$ cat src/rtl/spi_seq_pkg.sv
// Shared types, constants and helpers for the SPI transfer sequencer.
package spi_seq_pkg;

    typedef enum logic [2:0] {
        ST_IDLE   = 3'd0,
        ST_CMD    = 3'd1,
        ST_ADDR   = 3'd2,
        ST_DUMMY  = 3'd3,
        ST_DATA   = 3'd4,
        ST_FINISH = 3'd5
    } state_e;

    localparam logic [15:0] CMD_BITS      = 16'd8;
    localparam logic [5:0]  ADDR_MAX_BITS = 6'd32;

    function automatic logic [5:0] addr_len_clamp(input logic [5:0] len);
        if (len > ADDR_MAX_BITS) begin
            return ADDR_MAX_BITS;
        end else begin
            return len;
        end
    endfunction

    // Quad reads move whole nibbles, so the two LSBs of the length are dropped.
    function automatic logic [15:0] rd_len_eff(input logic [15:0] len, input logic quad);
        if (quad) begin
            return {len[15:2], 2'b00};
        end else begin
            return len;
        end
    endfunction

endpackage

$ cat src/rtl/spi_seq_cnt.sv
// Loadable down-counter advanced by SPI edge pulses; times the dummy phase.
module spi_seq_cnt
    import spi_seq_pkg::*;
#(
    parameter int W = 8
) (
    input  logic         clk,
    input  logic         rstn,
    input  logic         load,
    input  logic [W-1:0] load_val,
    input  logic         en,
    output logic [W-1:0] count,
    output logic         zero,
    output logic         last
);

    logic [W-1:0] count_q, count_d;

    // Next count: load wins, otherwise decrement on enabled pulses without wrapping.
    always_comb begin
        count_d = count_q;
        if (load) begin
            count_d = load_val;
        end else if (en && (count_q != {W{1'b0}})) begin
            count_d = count_q - W'(1);
        end else begin
            count_d = count_q;
        end
    end

    // Count register.
    always_ff @(posedge clk) begin
        if (!rstn) begin
            count_q <= {W{1'b0}};
        end else begin
            count_q <= count_d;
        end
    end

    assign count = count_q;
    assign zero  = (count_q == {W{1'b0}});
    assign last  = en && (count_q == W'(1));

endmodule

$ cat src/rtl/spi_xfer_seq.sv
// SPI transaction sequencer: CMD -> ADDR -> DUMMY -> DATA with phase skipping,
// abort and registered outputs decoded from the next state.
module spi_xfer_seq
    import spi_seq_pkg::*;
#(
    parameter int DUMMY_W = 8
) (
    input  logic               clk,
    input  logic               rstn,
    input  logic               req_valid,
    output logic               req_ready,
    input  logic [7:0]         req_cmd,
    input  logic [31:0]        req_addr,
    input  logic [5:0]         req_addr_len,
    input  logic [DUMMY_W-1:0] req_dummy,
    input  logic [15:0]        req_rd_len,
    input  logic               req_quad,
    input  logic               abort,
    input  logic               spi_edge,
    output logic               cs_n,
    output logic               en_quad,
    output logic               tx_en,
    output logic               tx_counter_upd,
    output logic [15:0]        tx_counter,
    output logic [31:0]        tx_data,
    output logic               tx_data_valid,
    input  logic               tx_data_ready,
    input  logic               tx_done,
    output logic               rx_en,
    output logic               rx_counter_upd,
    output logic [15:0]        rx_counter,
    input  logic               rx_done,
    output logic               busy,
    output logic               done
);

    state_e state_q, state_d;

    logic [7:0]         cmd_q, cmd_d;
    logic [31:0]        addr_q, addr_d;
    logic [5:0]         alen_q, alen_d;
    logic [DUMMY_W-1:0] dummy_q, dummy_d;
    logic [15:0]        rdlen_q, rdlen_d;
    logic               quad_q, quad_d;

    logic        req_ready_q, req_ready_d;
    logic        cs_n_q, cs_n_d;
    logic        en_quad_q, en_quad_d;
    logic        tx_en_q, tx_en_d;
    logic        tx_upd_q, tx_upd_d;
    logic [15:0] tx_cnt_q, tx_cnt_d;
    logic [31:0] tx_data_q, tx_data_d;
    logic        tx_valid_q, tx_valid_d;
    logic        rx_en_q, rx_en_d;
    logic        rx_upd_q, rx_upd_d;
    logic [15:0] rx_cnt_q, rx_cnt_d;
    logic        busy_q, busy_d;
    logic        done_q, done_d;

    logic               accept_s;
    logic               entering_s;
    logic [5:0]         alen_c_s;
    logic [5:0]         addr_shift_s;
    logic [15:0]        rd_eff_s;
    state_e             after_cmd_s, after_addr_s, after_dummy_s;
    logic               cnt_load_s, cnt_en_s, cnt_zero_s, cnt_last_s;
    logic [DUMMY_W-1:0] cnt_val_s;

    assign accept_s     = (state_q == ST_IDLE) && req_ready_q && req_valid;
    assign alen_c_s     = addr_len_clamp(alen_d);
    assign addr_shift_s = ADDR_MAX_BITS - alen_c_s;
    assign rd_eff_s     = rd_len_eff(rdlen_d, quad_d);
    assign entering_s   = (state_d != state_q);

    // Phase-skip chain: each exit falls through to the next phase with a non-zero length.
    assign after_dummy_s = (rd_eff_s != 16'd0)              ? ST_DATA  : ST_FINISH;
    assign after_addr_s  = (dummy_d != {DUMMY_W{1'b0}})     ? ST_DUMMY : after_dummy_s;
    assign after_cmd_s   = (alen_c_s != 6'd0)               ? ST_ADDR  : after_addr_s;

    assign cnt_load_s = (state_d == ST_DUMMY) && (state_q != ST_DUMMY);
    assign cnt_en_s   = spi_edge && (state_q == ST_DUMMY);

    spi_seq_cnt #(.W(DUMMY_W)) u_dummy_cnt (
        .clk      (clk),
        .rstn     (rstn),
        .load     (cnt_load_s),
        .load_val (dummy_d),
        .en       (cnt_en_s),
        .count    (cnt_val_s),
        .zero     (cnt_zero_s),
        .last     (cnt_last_s)
    );

    // Request capture: fields are frozen from acceptance until the next acceptance.
    always_comb begin
        cmd_d   = cmd_q;
        addr_d  = addr_q;
        alen_d  = alen_q;
        dummy_d = dummy_q;
        rdlen_d = rdlen_q;
        quad_d  = quad_q;
        if (accept_s) begin
            cmd_d   = req_cmd;
            addr_d  = req_addr;
            alen_d  = req_addr_len;
            dummy_d = req_dummy;
            rdlen_d = req_rd_len;
            quad_d  = req_quad;
        end else begin
            cmd_d   = cmd_q;
        end
    end

    // Next-state logic; abort takes priority over any phase-done input.
    always_comb begin
        state_d = state_q;
        case (state_q)
            ST_IDLE: begin
                if (accept_s) state_d = ST_CMD;
                else          state_d = ST_IDLE;
            end
            ST_CMD: begin
                if (abort)        state_d = ST_FINISH;
                else if (tx_done) state_d = after_cmd_s;
                else              state_d = ST_CMD;
            end
            ST_ADDR: begin
                if (abort)        state_d = ST_FINISH;
                else if (tx_done) state_d = after_addr_s;
                else              state_d = ST_ADDR;
            end
            ST_DUMMY: begin
                // The zero guard keeps a corrupted count from stalling the bus.
                if (abort)                         state_d = ST_FINISH;
                else if (cnt_last_s || cnt_zero_s) state_d = after_dummy_s;
                else                               state_d = ST_DUMMY;
            end
            ST_DATA: begin
                if (abort)        state_d = ST_FINISH;
                else if (rx_done) state_d = ST_FINISH;
                else              state_d = ST_DATA;
            end
            ST_FINISH: state_d = ST_IDLE;
            default:   state_d = ST_IDLE;
        endcase
    end

    // Output decode from the next state so every output leaves a flop.
    always_comb begin
        req_ready_d = 1'b0;
        cs_n_d      = 1'b1;
        en_quad_d   = 1'b0;
        tx_en_d     = 1'b0;
        tx_upd_d    = 1'b0;
        tx_cnt_d    = 16'd0;
        tx_data_d   = 32'd0;
        tx_valid_d  = 1'b0;
        rx_en_d     = 1'b0;
        rx_upd_d    = 1'b0;
        rx_cnt_d    = 16'd0;
        busy_d      = 1'b0;
        done_d      = 1'b0;
        case (state_d)
            ST_IDLE: begin
                req_ready_d = 1'b1;
            end
            ST_CMD: begin
                cs_n_d     = 1'b0;
                busy_d     = 1'b1;
                tx_en_d    = 1'b1;
                tx_upd_d   = entering_s;
                tx_cnt_d   = CMD_BITS;
                tx_data_d  = {cmd_d, 24'h000000};
                tx_valid_d = entering_s || (tx_valid_q && !tx_data_ready);
            end
            ST_ADDR: begin
                cs_n_d     = 1'b0;
                busy_d     = 1'b1;
                tx_en_d    = 1'b1;
                en_quad_d  = quad_d;
                tx_upd_d   = entering_s;
                tx_cnt_d   = {10'd0, alen_c_s};
                tx_data_d  = addr_d << addr_shift_s;
                tx_valid_d = entering_s || (tx_valid_q && !tx_data_ready);
            end
            ST_DUMMY: begin
                cs_n_d = 1'b0;
                busy_d = 1'b1;
            end
            ST_DATA: begin
                cs_n_d    = 1'b0;
                busy_d    = 1'b1;
                rx_en_d   = 1'b1;
                en_quad_d = quad_d;
                rx_upd_d  = entering_s;
                rx_cnt_d  = rd_eff_s;
            end
            ST_FINISH: begin
                done_d = 1'b1;
            end
            default: begin
                cs_n_d = 1'b1;
            end
        endcase
    end

    // State, captured request and output registers.
    always_ff @(posedge clk) begin
        if (!rstn) begin
            state_q     <= ST_IDLE;
            cmd_q       <= 8'd0;
            addr_q      <= 32'd0;
            alen_q      <= 6'd0;
            dummy_q     <= {DUMMY_W{1'b0}};
            rdlen_q     <= 16'd0;
            quad_q      <= 1'b0;
            req_ready_q <= 1'b0;
            cs_n_q      <= 1'b1;
            en_quad_q   <= 1'b0;
            tx_en_q     <= 1'b0;
            tx_upd_q    <= 1'b0;
            tx_cnt_q    <= 16'd0;
            tx_data_q   <= 32'd0;
            tx_valid_q  <= 1'b0;
            rx_en_q     <= 1'b0;
            rx_upd_q    <= 1'b0;
            rx_cnt_q    <= 16'd0;
            busy_q      <= 1'b0;
            done_q      <= 1'b0;
        end else begin
            state_q     <= state_d;
            cmd_q       <= cmd_d;
            addr_q      <= addr_d;
            alen_q      <= alen_d;
            dummy_q     <= dummy_d;
            rdlen_q     <= rdlen_d;
            quad_q      <= quad_d;
            req_ready_q <= req_ready_d;
            cs_n_q      <= cs_n_d;
            en_quad_q   <= en_quad_d;
            tx_en_q     <= tx_en_d;
            tx_upd_q    <= tx_upd_d;
            tx_cnt_q    <= tx_cnt_d;
            tx_data_q   <= tx_data_d;
            tx_valid_q  <= tx_valid_d;
            rx_en_q     <= rx_en_d;
            rx_upd_q    <= rx_upd_d;
            rx_cnt_q    <= rx_cnt_d;
            busy_q      <= busy_d;
            done_q      <= done_d;
        end
    end

    assign req_ready      = req_ready_q;
    assign cs_n           = cs_n_q;
    assign en_quad        = en_quad_q;
    assign tx_en          = tx_en_q;
    assign tx_counter_upd = tx_upd_q;
    assign tx_counter     = tx_cnt_q;
    assign tx_data        = tx_data_q;
    assign tx_data_valid  = tx_valid_q;
    assign rx_en          = rx_en_q;
    assign rx_counter_upd = rx_upd_q;
    assign rx_counter     = rx_cnt_q;
    assign busy           = busy_q;
    assign done           = done_q;

endmodule

$ cat config.mk
export PLATFORM = sky130hd
export DESIGN_NAME = spi_xfer_seq
export DESIGN_NICKNAME = d
export VERILOG_FILES = /design/src/rtl/spi_seq_pkg.sv /design/src/rtl/spi_seq_cnt.sv /design/src/rtl/spi_xfer_seq.sv
export SDC_FILE = /design/constraint.sdc
export NUM_CORES = 1
export LEC_CHECK = 0
export CAP_MARGIN = 15
export CELL_PAD_IN_SITES_DETAIL_PLACEMENT = 1
export CELL_PAD_IN_SITES_GLOBAL_PLACEMENT = 1
export CORE_MARGIN = 2
export CORE_UTILIZATION = 49
export CTS_BUF_LIST = sky130_fd_sc_hd__clkbuf_16
export DETAILED_ROUTE_END_ITERATION = 10
export DONT_BUFFER_PORTS = 1
export PLACE_DENSITY_LB_ADDON = 0.25
export SETUP_SLACK_MARGIN = 0.15
export SLEW_MARGIN = 20
export SYNTH_ARGS = -nofsm -noshare
export SYNTH_HDL_FRONTEND = slang
export SYNTH_HIERARCHICAL = 1
export SYNTH_SLANG_ARGS = --single-unit
$ cat constraint.sdc
create_clock -name clk -period 4.9 [get_ports clk]
set_input_delay 0.49 -clock clk [delete_from_list [all_inputs] [get_ports clk]]
set_output_delay 0.49 -clock clk [all_outputs]
set_load 0.02 [all_outputs]
Yosys cells after proc, flatten, opt, wreduce, memory -nomap -nowiden:

Cells that the tools add are included.

* $add $sub $neg: 2
* multipliers: 0
* divide/modulo/power cells: 0
* order comparisons: 1
* eq/ne operators: 12
* shift-type cells: 1
* mux-type cells: 31
* bitwise logic cells: 0
* reductions and logical operators: 24

Operators by type and width (count)
* 32-bit one-hot mux with 2 select lines: 1
* 32-bit 2-to-1 mux: 1
* 8-bit 2-to-1 mux: 4
* 32-bit by 6-bit left shift with 32-bit output: 1
* 3-bit 2-to-1 mux: 8
* 16-bit 2-to-1 mux: 1
* 16-bit nonzero test: 1
* 8-bit nonzero test: 2
* 3-bit one-hot mux with 5 select lines: 1
* 3-bit by 2-bit == test with 1-bit output (second input constant): 4
* 6-bit 2-to-1 mux: 2
* 6-bit one-hot mux with 2 select lines: 1
* 1-bit 2-to-1 mux: 11
* 3-bit == test (second input constant): 3
* 8-bit by 1-bit == test with 1-bit output (second input constant): 1
* 8-bit zero test: 1
* 8-bit by 1-bit subtractor with 8-bit output (second input constant): 1
* 1-bit logical AND: 7
* 3-bit by 1-bit == test with 1-bit output (second input constant): 2
* 6-bit > comparator (second input constant): 1
* 3-bit zero test: 2
* 2-bit AND reduction: 3
* 6-bit nonzero test: 1
* 6-bit subtractor (first input constant): 1
* other kinds (8): 10

* bits in registers: 156
* bits in latches: 0
* memory bits (writable): 0
* ROM bits: 0
* input bits: 79
* output and inout port bits: 74
* logic and storage cells: 92
* memories kept: 0

Logic depth before layout (Yosys ltp):

* depth in word-level cells: 15
* depth in mapped cells: 19
* depth with buffers taken out: 13

By module:

Netlist, hierarchy kept.

By module, submodules not included
* spi_xfer_seq: instances 1, cells an instance 829, area an instance 7634.8 µm², sequential area each 2762.6 µm²
* spi_seq_cnt: instances 1, cells an instance 58, area an instance 515.5 µm², sequential area each 160.2 µm²

Worst setup path after synthesis:

OpenSTA, ideal clock, no wires.

* path type: register -> register
* start: register state_q[2]
* end: register u_dummy_cnt.count_q[2], in the netlist u_dummy_cnt/count[2]
* setup time: 0.130 ns
* arrival: 3.793 ns
* required time: 4.770 ns
* setup slack: 0.977 ns
* stages on the path, launching flop included: 20
* buffers on the path: 6
* period minus slack after synthesis: 3.923 ns
* cells stage by stage: dfxtp_1 buf_6 or3_1 buf_4 nor2_8 buf_4 buf_4 clkbuf_1 nor2_1 a21oi_1 ha_1 inv_1 nor4_2 or2_2 a221oi_4 nor3b_1 inv_1 clkbuf_1 o21ai_0 a21oi_1

* word-level cells in the longest chain between the ends: 15
* elaborated cells between the ends (all ways): 37
* those cells by class: 1 x order compare; 6 x eq/ne; 18 x mux; 12 x reduce/logical

Ends and longest elaborated chain
* start: declaration: line spi_xfer_seq.sv:37 `state_e state_q, state_d;`
* start signal: assignment: line spi_xfer_seq.sv:231 `state_q <= state_d;`
* branches (longest 13 deep; another with 6-bit > comparator)
* 1-bit logical AND *: line spi_xfer_seq.sv:80 `assign cnt_load_s = (state_d == ST_DUMMY) && (state_q != ST_DUMMY);`
* net cnt_load_s: line spi_xfer_seq.sv:66 `logic cnt_load_s, cnt_en_s, cnt_zero_s, cnt_last_s;`
* 8-bit 2-to-1 mux / 2-bit nonzero test (equally long branches)
* end signal: assignment: line spi_seq_cnt.sv:34 `count_q <= {W{1'b0}};`
* end signal: assignment: line spi_seq_cnt.sv:36 `count_q <= count_d;`
* end: declaration: line spi_seq_cnt.sv:17 `logic [W-1:0] count_q, count_d;`

Mark *: on every way through the listed nets, which the timed path passes.
A chain may end at the register's enable or synchronous reset.

Worst setup path after layout:

* start: register state_q[0]
* end: register u_dummy_cnt.count_q[5], in the netlist u_dummy_cnt/count[5]

The elaborated chain is that of the path after synthesis.

==> results by group <==
Power and ir drop
  • Psw: 2.023 mW
  • Sequential power share: 31.0%
  • Clock power share: 27.6%
  • VDD IR-drop max: 0.3315 mV
  • Sw frac: 42.38%
  • Internal Power: 2.751 mW
  • Gate power share: 41.4%
  • Leakage power: 3.231 nW
  • PwrDens: 541.1 nW/µm²

Clocking
  • Post-CTS Resized: 0
  • TritonCTS clock tree: built
  • Post-CTS Setup Inserts: 0
  • CTS sink cnt: 146
  • Clock-pin slew on the worst setup and hold paths: 70 ps
  • Clock Path Buffers: 2
  • Worst skew pair latency: 440 ps
  • Root buf cell: clkbuf_16
  • Post-CTS Hold Buffers: 0
  • CTS buffer count: 17
  • H-tree Lvls: 4

Yosys
  • Post-synth top area cell: dfxtp_1
  • Post-synthesis xor/xnor area fraction: 0.9671%
  • Top area cells in the synthesized netlist: dfxtp_1 36%, mux2i_1 13%, mux4_2 8.0%
  • Seq/Total Area, Yosys: 35.86%
  • Synth unique cells: 76
  • Most common cell in the netlist: nand2_1
  • Post-Syn Instances: 887
  • Compound-gate portion of the synthesized area: 14.51%
  • Async SR Flop Fraction: 0%
  • Post-synth design cell area: 8150 µm²
  • Synth warn: 6
  • Synth top area share: 35.86%
  • Largest family of logic cells by synthesized area: simple AND/OR/NAND/NOR gates
  • Mux share of post-synthesis cell area: 21.09%
  • Post-synthesis adder-cell area fraction: 0.6141%
  • Synth Area in Simple Gates: 21.72%
  • Number of enable flip-flop cells after synthesis: 0
  • Most frequent cells after synthesis: 162 x nand2_1, 146 x dfxtp_1, 102 x mux2i_1
  • Seq cells post-synth: 146
  • Top FF cell, synth: dfxtp_1
  • Avg Inst Size Synth: 9.189 µm²

Flow run
  • MaxCap Viol Count: 0

Placement
  • Hpwl dp: 18300 µm
  • RePlAce Congestion: 0.9034
  • Post-DP Area: 8208 µm²
  • I/O Buffers: 0
  • Placed cell count: 1063

Setup path
  • Worst r2r path cells: 14
  • Max FO, Critical Path: 15
  • Worst setup EP type: register
  • Crit Path Category: register to register
  • Worst endpoint required time: 5250 ps
  • CP Data Arrival Time: 4630 ps
  • Startpoint Class: register

GRT
  • Largest net degree at the start of global routing: 90
  • Top Usage Layer GRT: met2
  • Vias in the first global route: 7001
  • GRT overflow: 0
  • First-pass GRT wire length: 38940 µm
  • Initial antenna violation count: 0
  • Met1 usage: 33.40%
  • GRT Total Usage: 28.08%
  • Met2 usage: 49.31%
  • Met3 track demand over resource: 7.126%

Drt
  • Number of remaining DRC errors: 0
  • Iteration-0 DRC Markers: 297
  • Detailed Route WL: 24600 µm
  • Remaining antenna violation count after routing: 0
  • Routed vias: 6629
  • Wire per inst: 22.45 µm
  • Via density: 6.048
  • 1st-pass router iterations: 4

Timing
  • Max Slew Vio Count: 0
  • Worst slew pin tran: 1131 ps
  • Clock skew: 10.61 ps
  • Final hold vios: 0
  • Final TNS setup: 0 ps
  • RSZ-0062 raised after global routing: no
  • Rel. slew slack: 24.63%
  • Period utilization: 87.35%
  • Post-route minimum period: 4280 ps
  • Peak Freq: 233.6 MHz
  • Final number of setup-violating endpoints: 0

Run status
  • Run status: finished clean

Floorplanning
  • IO Pins: 153
  • Full die area: 17680 µm²
  • Row cnt: 47
  • Core Region: 16410 µm²
  • Die height: 133.0 µm
  • Starting Density: 49.68%
  • Die Width: 133.0 µm

Hold path
  • Hold Path Depth: 1
  • Min-delay worst type: primary input to register

Final layout
  • Design Area, Final: 8823 µm²
  • # fillers: 1844
  • # nets final: 945
  • P&R area growth vs syn: 8.259%
  • Fin cells: 1096
  • Share of post-route cells with drive strength above 1: 12.69%
-- worst max-delay path: stages, from the launching register on --
cell	delay, ps
dfxtp_1	470
or3_1	650
nor2_8	210
nor3b_1	70
a31oi_1	210
ha_1	280
inv_1	130
nor4_2	420
or2_2	210
a221oi_4	60
buf_4	210
nor3b_1	500
inv_1	330
and4_1	270
nor3_1	160
-- area by class of cell --
| type | count | area (µm²) | area share, % |
|---|---|---|---|
| multi-input combinational | 670 | 4848 | 54.95 |
| sequential | 146 | 2923 | 33.13 |
| clock buffer | 17 | 425.4 | 4.821 |
| tap | 220 | 275.3 | 3.120 |
| clock inverter | 15 | 187.7 | 2.127 |
| timing repair buffer | 16 | 120.1 | 1.361 |
| inverter | 11 | 41.29 | 0.4680 |
| antenna | 1 | 2.502 | 0.02836 |
-- metrics by stage --
step | setup WS (ps) | power [mW] | hold WS, ps | util [%]
6_report | 620.0 | 4.775 | 190.0 | 53.78
5_1_grt | 186.9 | 5.020 | 174.5 | 53.76
4_1_cts | 639.7 | 4.779 | 175.3 | 53.76
3_5_place_dp | 723.5 | 3.449 | 473.9 | 50.03
3_3_place_gp | 921.2 | 3.386 | 455.1 | 50.03
2_1_floorplan | 976.8 | 2.987 | 443.1 | -
-- flip-flops by register name, summed over array words and instances, names as in the netlist, 3 cells and up --
signal / cells
addr_q: 32
tx_data: 32
rdlen_q: 16
rx_counter: 16
cmd_q: 8
dummy_q: 8
u_dummy_cnt/count: 8
alen_q: 6
tx_counter: 6
state_q: 3
-- path summary, 6_finish.rpt --
kind	from	end	slack (ps)
max	state_q[0]$_SDFF_PN0_	u_dummy_cnt/count[5]$_SDFFE_PN0P_	620
min reg2reg	addr_q[31]$_SDFF_PN0_	addr_q[31]$_SDFF_PN0_	470
max reg2reg	state_q[0]$_SDFF_PN0_	u_dummy_cnt/count[5]$_SDFFE_PN0P_	620
min	rstn	dummy_q[1]$_SDFF_PN0_	190
-- power by group through the flow --
| stage | registers [mW] | clock network [mW] | logic, mW |
|---|---|---|---|
| after floorplan | 1.46 | 0 | 1.53 |
| after global placement | 1.49 | 0 | 1.89 |
| after detailed placement | 1.51 | 0 | 1.94 |
| after CTS | 1.48 | 1.33 | 1.96 |
| after global routing | 1.50 | 1.38 | 2.14 |
| final | 1.48 | 1.32 | 1.98 |
-- routing by layer --
metal  vias up  wire [µm]  share of wire, %
li1       3093          -                 -
met1      3294      10410                42
met2       199      12320                50
met3        43       1280               5.2
met4         0        594               2.4
met5         -          0                 0
-- cells in the final DEF (no fill, tap or decap), types with 3 or more instances in the layout --
cell	instances
nand2_1	162
dfxtp_1	146
mux2i_1	102
nor2_1	53
a21boi_0	49
mux4_2	29
a21oi_1	28
nor2b_1	22
clkbuf_16	17
and2_1	16
buf_4	16
nor3_1	14
nor4_1	12
nand3_1	12
o21ai_0	11
inv_1	10
conb_1	10
a211oi_1	9
nand2b_1	8
xnor2_1	8
nor3b_1	7
o21a_1	7
a32o_1	7
a31oi_1	6
and3_1	6
clkinv_8	6
inv_8	5
nand4_1	4
or2_2	4
a2bb2oi_1	4
nand3b_1	4
mux2_2	4
ha_1	4
or3_1	3
nand2_2	3
and4_1	3
o221ai_1	3
and3b_1	3
a2111oi_0	3
o211ai_1	3
-- logic make-up (layout without fill, tap and decap cells) --
| kind of cell | count (synthesis) | count (layout) |
|---|---|---|
| other cells | 1 | 11 |
| xor+xnor | 9 | 9 |
| flops | 146 | 146 |
| buf+inv | 80 | 59 |
| fa+ha+maj | 4 | 4 |
| mux | 135 | 135 |
| compound gates | 156 | 156 |
| simple gates | 356 | 356 |
Power figures use the tool's default switching activity.
